File: src/rtl/sdf_stage_sequencer_if.sv
// rtl/sdf_stage_sequencer_if.sv - sample stream and butterfly control bundle for one SDF FFT stage
interface sdf_stage_sequencer_if #(
    parameter int DW    = 14,
    parameter int TW_AW = 5
);
    logic              valid_i;
    logic [DW-1:0]     data_in_r;
    logic [DW-1:0]     data_in_i;
    logic              flush_i;
    logic [DW-1:0]     data_out_r;
    logic [DW-1:0]     data_out_i;
    logic [1:0]        mode;
    logic              sr_en;
    logic [TW_AW-1:0]  tw_idx;
    logic              valid_o;
    logic              drop_o;

    modport master (
        output valid_i, data_in_r, data_in_i, flush_i,
        input  data_out_r, data_out_i, mode, sr_en, tw_idx, valid_o, drop_o
    );

    modport slave (
        input  valid_i, data_in_r, data_in_i, flush_i,
        output data_out_r, data_out_i, mode, sr_en, tw_idx, valid_o, drop_o
    );
endinterface

File: src/rtl/sdf_stage_sequencer.sv
// rtl/sdf_stage_sequencer.sv - radix-2 SDF stage sequencer: frame counter, butterfly mode, twiddle index, drain
module sdf_stage_sequencer #(
    parameter int DELAY   = 8,
    parameter int DW      = 14,
    parameter int TW_STEP = 1,
    parameter int TW_AW   = 5
) (
    input  logic                   clk,
    input  logic                   rst_n,
    sdf_stage_sequencer_if.slave   bus
);
    localparam int CW = $clog2(2 * DELAY);
    localparam logic [CW-1:0]    LAST_FILL = CW'(DELAY - 1);
    localparam logic [CW-1:0]    LAST_BFLY = CW'(2 * DELAY - 1);
    localparam logic [CW-1:0]    DLY       = CW'(DELAY);
    localparam logic [TW_AW-1:0] TW_STEP_W = TW_AW'(TW_STEP);

    localparam logic [1:0] MODE_IDLE = 2'b00;
    localparam logic [1:0] MODE_FILL = 2'b01;
    localparam logic [1:0] MODE_BFLY = 2'b10;

    typedef enum logic [1:0] {S_IDLE, S_FILL, S_BFLY, S_DRAIN} state_t;

    state_t           state_q, state_d;
    logic [CW-1:0]    cnt_q, cnt_d;
    logic             pending_q, pending_d;
    logic [DW-1:0]    data_out_r_q, data_out_r_d;
    logic [DW-1:0]    data_out_i_q, data_out_i_d;
    logic [1:0]       mode_q, mode_d;
    logic             sr_en_q, sr_en_d;
    logic [TW_AW-1:0] tw_idx_q, tw_idx_d;
    logic             valid_o_q, valid_o_d;
    logic             drop_o_q, drop_o_d;
    logic [TW_AW-1:0] bfly_pos;

    always_ff @(posedge clk or negedge rst_n) begin
        if (!rst_n) begin
            state_q      <= S_IDLE;
            cnt_q        <= '0;
            pending_q    <= 1'b0;
            data_out_r_q <= '0;
            data_out_i_q <= '0;
            mode_q       <= MODE_IDLE;
            sr_en_q      <= 1'b0;
            tw_idx_q     <= '0;
            valid_o_q    <= 1'b0;
            drop_o_q     <= 1'b0;
        end else begin
            state_q      <= state_d;
            cnt_q        <= cnt_d;
            pending_q    <= pending_d;
            data_out_r_q <= data_out_r_d;
            data_out_i_q <= data_out_i_d;
            mode_q       <= mode_d;
            sr_en_q      <= sr_en_d;
            tw_idx_q     <= tw_idx_d;
            valid_o_q    <= valid_o_d;
            drop_o_q     <= drop_o_d;
        end
    end

    always_comb begin
        state_d      = state_q;
        cnt_d        = cnt_q;
        pending_d    = pending_q;
        data_out_r_d = data_out_r_q;
        data_out_i_d = data_out_i_q;
        mode_d       = mode_q;
        tw_idx_d     = tw_idx_q;
        sr_en_d      = 1'b0;
        valid_o_d    = 1'b0;
        drop_o_d     = 1'b0;
        // Offset into the second half-frame, truncated so the product wraps modulo 2**TW_AW
        bfly_pos     = TW_AW'(cnt_q - DLY);

        unique case (state_q)
            S_IDLE, S_FILL: begin
                if (bus.valid_i) begin
                    data_out_r_d = bus.data_in_r;
                    data_out_i_d = bus.data_in_i;
                    mode_d       = MODE_FILL;
                    sr_en_d      = 1'b1;
                    tw_idx_d     = '0;
                    valid_o_d    = pending_q;
                    cnt_d        = cnt_q + 1'b1;
                    if (cnt_q == LAST_FILL) begin
                        pending_d = 1'b0;
                        state_d   = S_BFLY;
                    end else begin
                        state_d   = S_FILL;
                    end
                end else if (bus.flush_i && state_q == S_FILL && cnt_q == '0 && pending_q) begin
                    // The flush edge itself emits the first drained difference
                    state_d      = S_DRAIN;
                    cnt_d        = CW'(1);
                    data_out_r_d = '0;
                    data_out_i_d = '0;
                    mode_d       = MODE_FILL;
                    sr_en_d      = 1'b1;
                    tw_idx_d     = '0;
                    valid_o_d    = 1'b1;
                end
            end
            S_BFLY: begin
                if (bus.valid_i) begin
                    data_out_r_d = bus.data_in_r;
                    data_out_i_d = bus.data_in_i;
                    mode_d       = MODE_BFLY;
                    sr_en_d      = 1'b1;
                    valid_o_d    = 1'b1;
                    tw_idx_d     = bfly_pos * TW_STEP_W;
                    if (cnt_q == LAST_BFLY) begin
                        pending_d = 1'b1;
                        cnt_d     = '0;
                        state_d   = S_FILL;
                    end else begin
                        cnt_d     = cnt_q + 1'b1;
                    end
                end
            end
            S_DRAIN: begin
                drop_o_d = bus.valid_i;
                if (cnt_q == DLY) begin
                    state_d   = S_IDLE;
                    cnt_d     = '0;
                    pending_d = 1'b0;
                    mode_d    = MODE_IDLE;
                end else begin
                    cnt_d        = cnt_q + 1'b1;
                    data_out_r_d = '0;
                    data_out_i_d = '0;
                    mode_d       = MODE_FILL;
                    sr_en_d      = 1'b1;
                    tw_idx_d     = '0;
                    valid_o_d    = 1'b1;
                end
            end
            default: state_d = S_IDLE;
        endcase
    end

    assign bus.data_out_r = data_out_r_q;
    assign bus.data_out_i = data_out_i_q;
    assign bus.mode       = mode_q;
    assign bus.sr_en      = sr_en_q;
    assign bus.tw_idx     = tw_idx_q;
    assign bus.valid_o    = valid_o_q;
    assign bus.drop_o     = drop_o_q;
endmodule

File: src/flat_wrapper.sv
// flat-port wrapper written by rule: the top's interface ports become plain ports
module sdf_stage_sequencer_flat 
#(
    parameter int DELAY   = 8,
    parameter int DW      = 14,
    parameter int TW_STEP = 1,
    parameter int TW_AW   = 5
)
  (clk, rst_n, bus_valid_i, bus_data_in_r, bus_data_in_i, bus_flush_i, bus_data_out_r, bus_data_out_i, bus_mode, bus_sr_en, bus_tw_idx, bus_valid_o, bus_drop_o);
  sdf_stage_sequencer_if #(.DW(DW), .TW_AW(TW_AW)) bus_i ();
  input  logic clk;
  input  logic rst_n;
  input wire logic [$bits(bus_i.valid_i)-1:0] bus_valid_i;
  input wire logic [$bits(bus_i.data_in_r)-1:0] bus_data_in_r;
  input wire logic [$bits(bus_i.data_in_i)-1:0] bus_data_in_i;
  input wire logic [$bits(bus_i.flush_i)-1:0] bus_flush_i;
  output wire logic [$bits(bus_i.data_out_r)-1:0] bus_data_out_r;
  output wire logic [$bits(bus_i.data_out_i)-1:0] bus_data_out_i;
  output wire logic [$bits(bus_i.mode)-1:0] bus_mode;
  output wire logic [$bits(bus_i.sr_en)-1:0] bus_sr_en;
  output wire logic [$bits(bus_i.tw_idx)-1:0] bus_tw_idx;
  output wire logic [$bits(bus_i.valid_o)-1:0] bus_valid_o;
  output wire logic [$bits(bus_i.drop_o)-1:0] bus_drop_o;
  assign bus_i.valid_i = bus_valid_i;
  assign bus_i.data_in_r = bus_data_in_r;
  assign bus_i.data_in_i = bus_data_in_i;
  assign bus_i.flush_i = bus_flush_i;
  assign bus_data_out_r = bus_i.data_out_r;
  assign bus_data_out_i = bus_i.data_out_i;
  assign bus_mode = bus_i.mode;
  assign bus_sr_en = bus_i.sr_en;
  assign bus_tw_idx = bus_i.tw_idx;
  assign bus_valid_o = bus_i.valid_o;
  assign bus_drop_o = bus_i.drop_o;
  sdf_stage_sequencer #(.DELAY(DELAY), .DW(DW), .TW_STEP(TW_STEP), .TW_AW(TW_AW)) u_core (.clk(clk), .rst_n(rst_n), .bus(bus_i));
endmodule
File: config.mk
export PLATFORM = sky130hd
export DESIGN_NAME = sdf_stage_sequencer_flat
export DESIGN_NICKNAME = d
export VERILOG_FILES = /design/src/rtl/sdf_stage_sequencer_if.sv /design/src/rtl/sdf_stage_sequencer.sv /design/src/flat_wrapper.sv
export SDC_FILE = /design/constraint.sdc
export NUM_CORES = 1
export LEC_CHECK = 0
export CORE_UTILIZATION = 35
export CTS_CLUSTER_SIZE = 12
export DETAILED_ROUTE_END_ITERATION = 8
export SLEW_MARGIN = 40
export SYNTH_ARGS = -nofsm -noshare
export SYNTH_HDL_FRONTEND = slang
export SYNTH_SLANG_ARGS = --single-unit
File: constraint.sdc
create_clock -name clk -period 1.9 [get_ports clk]
set_input_delay 0.38 -clock clk [delete_from_list [all_inputs] [get_ports clk]]
set_output_delay 0.38 -clock clk [all_outputs]
set_load 0.02 [all_outputs]
=== Word level (Yosys, flattened, before mapping) ===
Cells that the tools add are included.

* Logic and storage cells: 80
* Output and inout port bits: 38
* Flip-flop bits (word level): 45

* $add $sub $neg: 2
* Equal/unequal tests: 13
* Multiplexer cells: 45
* Reductions and logical operators: 10

{| class="wikitable"
|+ Operators by type and width
! operator !! number
|-
| 14-bit 2-to-1 mux || 6
|-
| 14-bit one-hot mux with 3 select lines || 2
|-
| 4-bit 2-to-1 mux || 5
|-
| 5-bit 2-to-1 mux || 4
|-
| 2-bit 2-to-1 mux || 9
|-
| 5-bit one-hot mux with 3 select lines || 1
|-
| 1-bit 2-to-1 mux || 12
|-
| 2-bit one-hot mux with 3 select lines || 2
|-
| 4-bit one-hot mux with 3 select lines || 1
|-
| 1-bit one-hot mux with 3 select lines || 3
|-
| 4-bit equality test (second input constant) || 2
|-
| 2-bit by 1-bit != test with 1-bit output (second input constant) || 3
|-
| 2-bit != test (second input constant) || 3
|-
| 5-bit AND reduction || 1
|-
| 4-bit by 4-bit subtractor with 5-bit output (second input constant) || 1
|-
| 4-bit by 1-bit adder with 4-bit output (second input constant) || 1
|-
| 2-bit equality test (second input constant) || 2
|-
| 4-bit by 3-bit equality test with 1-bit output (second input constant) || 1
|-
| 4-bit zero test || 1
|-
| 4-bit AND reduction || 1
|-
| 1-bit logical AND || 3
|-
| 3-bit by 2-bit != test with 1-bit output (second input constant) || 1
|-
| 3-bit AND reduction || 1
|-
| 2-bit by 1-bit equality test with 1-bit output (second input constant) || 1
|-
| other kinds (3) || 3
|}

=== Longest topological paths before layout ===
* Depth after elaboration: 7
* Gate-level depth with buffers: 8

=== Worst setup path before layout ===
Ideal clock, no wire load.

* Path kind: register to register
* Start: register u_core.cnt_q[0]
* End: register u_core.data_out_i_q[3] (netlist: u_core.bus.data_out_i[3])
* Library setup time: 161 ps
* Cell stages (with the launch flop): 9
* Arrival: 1584 ps
* Path slack: 154 ps
* Data required time: 1739 ps
* Path buffers: 2
* Clock period less this slack: 1746 ps
* Path through: dfrtp_1 inv_1 ha_1 and3b_1 buf_4 nand2b_4 a21oi_4 buf_6 a2111oi_2

* Word-level cells in the longest chain between the ends: 5
* Elaborated cells between the ends (all ways): 7
* Classes of those cells: eq/ne (3); reduce/logical (4)

{| class="wikitable"
|+ Ends and longest elaborated chain
! element !! line !! text
|-
| start, declared || sdf_stage_sequencer.sv:25 || <nowiki>logic [CW-1:0] cnt_q, cnt_d;</nowiki>
|-
| start signal, assigned || sdf_stage_sequencer.sv:50 || <nowiki>cnt_q <= cnt_d;</nowiki>
|-
| 4-bit zero test || sdf_stage_sequencer.sv:92 || <nowiki>end else if (bus.flush_i && state_q == S_FILL && cnt_q == '0 && pending_q) begin</nowiki>
|-
| 1-bit logical AND (2 in a row) || sdf_stage_sequencer.sv:92 ||
|-
| 3-bit by 2-bit != test with 1-bit output (no source line) || n/a ||
|-
| 3-bit AND reduction (no source line) * || n/a ||
|-
| end signal, assigned || sdf_stage_sequencer.sv:53 || <nowiki>data_out_i_q <= data_out_i_d;</nowiki>
|-
| end, declared || sdf_stage_sequencer.sv:28 || <nowiki>logic [DW-1:0] data_out_i_q, data_out_i_d;</nowiki>
|}

Mark *: on every way between the ends. The rest lies on a longest branch, timed or not.
A chain may end at the register's enable or synchronous reset.

=== Worst setup path after layout ===
* Start: register u_core.cnt_q[0]
* End: register u_core.data_out_r_q[8] (netlist: u_core.bus.data_out_r[8])

* Word-level cells in the longest chain between the ends: 5
* Elaborated cells between the ends (all ways): 7
* Classes of those cells: eq/ne (3); reduce/logical (4)

{| class="wikitable"
|+ Ends and longest elaborated chain
! element !! line !! text
|-
| 4-bit zero test || sdf_stage_sequencer.sv:92 ||
|-
| 1-bit logical AND (2 in a row) || sdf_stage_sequencer.sv:92 ||
|-
| 3-bit by 2-bit != test with 1-bit output (no source line) || n/a ||
|-
| 3-bit AND reduction (no source line) * || n/a ||
|-
| end signal, assigned || sdf_stage_sequencer.sv:52 || <nowiki>data_out_r_q <= data_out_r_d;</nowiki>
|-
| end, declared || sdf_stage_sequencer.sv:27 || <nowiki>logic [DW-1:0] data_out_r_q, data_out_r_d;</nowiki>
|}

Marks and branches as above.

==> impl_metrics.csv <==
group,metric,value,unit
outcome,status,"finished, final reports clean",
floorplanning,die_h,85.2,um
finish,nets,355,
detailed_routing,wire_per_inst,16.0,um
critical_path,end_kind,"flop",
clock_tree,clkLatencyLatePin,0.30,ns
finish,final_cell_area,3390,sq um
finish,antenna_cells,0,
critical_path,path_cells,"inv_1 -> ha_1 -> and3b_2 -> nand2b_4 -> a21oi_4 -> buf_12 -> a2111oi_0",
synth,ys_async_sr_fraction,1.00,
finish,final_util,0.519,
power,power_density,705,nW/um^2
sta,final.setup.tns,0,ns
placement,io_buffers,69,
finish,area_growth_syn_to_layout,40.0,%
critical_path,crit_buf_inv,2,
global_route,grt_pass1_vias,2221,
floorplanning,dieArea,7260,sq um
synth,synth_area_per_cell,9.73,sq um
global_route,overflow,0,
clock_tree,clk_pin_slew,0.08,ns
detailed_routing,drt_iter0_drc,154,
sta,maxSlewViolCount,0,
placement,dpl_cell_area,3270,sq um
global_route,grt_max_degree,36,
critical_path,crit_type,"reg2reg",
sta,finalClockSkew,0.00534,ns
global_route,grt_usage,0.185,
detailed_routing,vias,2198,
detailed_routing,final_antenna_net_count,0,
clock_tree,numCtsBuffers,5,
floorplanning,ios,70,
synth,netlist_area,2420,sq um
placement,dpl.hpwl,4360,um
global_route,grt_pass1_wl,10700,um
critical_path,cp.required,2.07,ns
clock_tree,cts_tree,"yes",
synth,synth_seq_cells,44,
synth,synth_top_area_frac,0.454,
power,peakVddDrop,0.361,mV
placement,place_inst,391,
detailed_routing,drc,0,
synth,synth_top_area_cell,"dfrtp_1",
critical_path,startpoint_type,"flop",
synth,synth_edf_count,0,
floorplanning,die-width,85.2,um
synth,yosys_warnings,0,
synth,synth_flop_cell,"dfrtp_1",
placement,gp_congestion,0.879,
global_route,antenna_found_initial,0,
finish,stdcell_count,399,
sta,tightest_slew,0.532,ns
finish,drive_above_1_share,0.174,
clock_tree,cts-htree-levels,2,
detailed_routing,vias_per_cell,5.51,
sta,fin_ws,0.142,ns
floorplanning,core-area,6530,sq um
synth,yosysSeqAreaShare,0.454,
power,leakagePower,1.37,nW
sta,min_period_over_period,0.925,
sta,hold_viol_final,0,
sta,fin_crit,1.76,ns
synth,yosys-top-cells-area,"dfrtp_1 45%, a2111oi_2 12%, nor2_1 9.8%",
synth,synth_cells,249,
detailed_routing,dr.pass1.iters,5,
sta,holdWs,0.0481,ns
clock_tree,root_buffer,"clkbuf_8",
synth,synth.distinct_cells,36,
critical_path,cp.arrival,1.93,ns
placement,dp_slack,0.0605,ns
floorplanning,start_util,0.371,
min_path,hold_path.class,"in2async",
detailed_routing,routed_wl,6370,um
clock_tree,clock_path_buffers,2,
critical_path,critPathMaxStageDelay,0.39,ns
sta,fmax,0.569,GHz
critical_path,critPathSlowestCell,"dfrtp_1",
power,fin_total_pwr,2.39,mW
sta,setup_viol,0,
sta,slew_headroom,0.645,
critical_path,crit_family,"simple AND/OR/NAND/NOR gates",
sta,rsz0062_at_grt,"no",
floorplanning,rows,29,
run,max-cap-violations,0,
clock_tree,ctsHoldBuffers,0,
synth,synthTopCellsByCount,"63 x nor2_1, 44 x dfrtp_1, 35 x a21oi_1",
critical_path,crit_fanout,21,
synth,synth_fp_nets,283,
synth,synthMostInstantiatedCell,"nor2_1",
clock_tree,cts_sinks,44,
report_power, final:
group / switching (mW) / leakage [nW] / internal [mW]
sequential: 0.0570 / 0.514 / 1.00
combinational: 0.313 / 0.798 / 0.304
clock: 0.325 / 0.0552 / 0.390
kinds of logic (layout without fill, tap and decap cells):
group	Yosys count	after routing	synth area share
compound gates	87	87	0.306
fa+ha+maj	2	2	0.0103
buf+inv	29	102	0.0650
flops	44	44	0.454
simple gates	87	87	0.165
timing repair:
| action | 4_1_cts | 5_1_grt |
|---|---|---|
| setup buffers | 0 | 0 |
| endpoints found under the hold margin | 0 | 0 |
| setup endpoints to repair | 0 | 6 |
| resized for setup | 0 | 5 |
cell usage in the layout, fill, tap and decap left out, drive strengths merged, types with 2 or more instances in the layout:
| cell type | netlist | final |
|---|---|---|
| nand3b | 2 | 2 |
| o31ai | 2 | 2 |
| nor2 | 63 | 63 |
| nor3 | 2 | 2 |
| clkdlybuf4s50 | 0 | 67 |
| clkbuf | 8 | 6 |
| a21oi | 36 | 36 |
| and3b | 3 | 3 |
| nand2 | 6 | 6 |
| a22o | 4 | 4 |
| inv | 5 | 5 |
| buf | 16 | 22 |
| ha | 2 | 2 |
| nand3 | 4 | 4 |
| and2 | 3 | 3 |
| dfrtp | 44 | 44 |
| a2111oi | 28 | 28 |
| o21ai | 7 | 7 |
| a211oi | 4 | 4 |
routing by layer:
| layer | track usage | share of wire | vias to the layer above | wire length, um |
|---|---|---|---|---|
| li1 | - | - | 1049 | - |
| met1 | 0.243 | 0.46 | 1077 | 2920 |
| met2 | 0.309 | 0.48 | 66 | 3070 |
| met3 | 0.0370 | 0.048 | 6 | 309 |
| met4 | 0.0570 | 0.012 | 0 | 78 |
| met5 | 0 | 0 | - | 0 |
path summary, 6_finish.rpt:
kind | from | end | slack [ns] | cells past startpoint
setup / recovery | u_core.cnt_q[0]$_DFFE_PN0P_ | u_core.bus.data_out_r[8]$_DFFE_PN0P_ | 0.14 | 7
hold / removal | rst_n | u_core.bus.data_out_i[6]$_DFFE_PN0P_ | 0.05 | 1
setup reg to reg | u_core.cnt_q[0]$_DFFE_PN0P_ | u_core.bus.data_out_r[8]$_DFFE_PN0P_ | 0.14 | 7
hold reg to reg | u_core.bus.tw_idx[0]$_DFFE_PN0P_ | u_core.bus.tw_idx[0]$_DFFE_PN0P_ | 0.51 | 1
max in group asynchronous | rst_n | u_core.cnt_q[3]$_DFFE_PN0P_ | 1.33 | 2
min in group clk | bus_valid_i | u_core.state_q[1]$_DFFE_PN0P_ | 0.41 | 2
registers in the layout (all words and copies together), names as in the netlist, 2 cells and up:
register,count
u_core.bus.data_out_i,14
u_core.bus.mode,2
u_core.cnt_q,4
u_core.state_q,2
u_core.bus.data_out_r,14
u_core.bus.tw_idx,4
final cells by class:
type | instances | area [sq um]
Tap cell | 77 | 96.3
Clock inverter | 2 | 35.0
Clock buffer | 6 | 72.6
Fill cell | 593 | 3140
Multi-Input combinational cell | 176 | 1170
Inverter | 5 | 18.8
Timing Repair Buffer | 89 | 893
Sequential cell | 44 | 1100
Note: power is estimated with default switching activity, not from simulation.
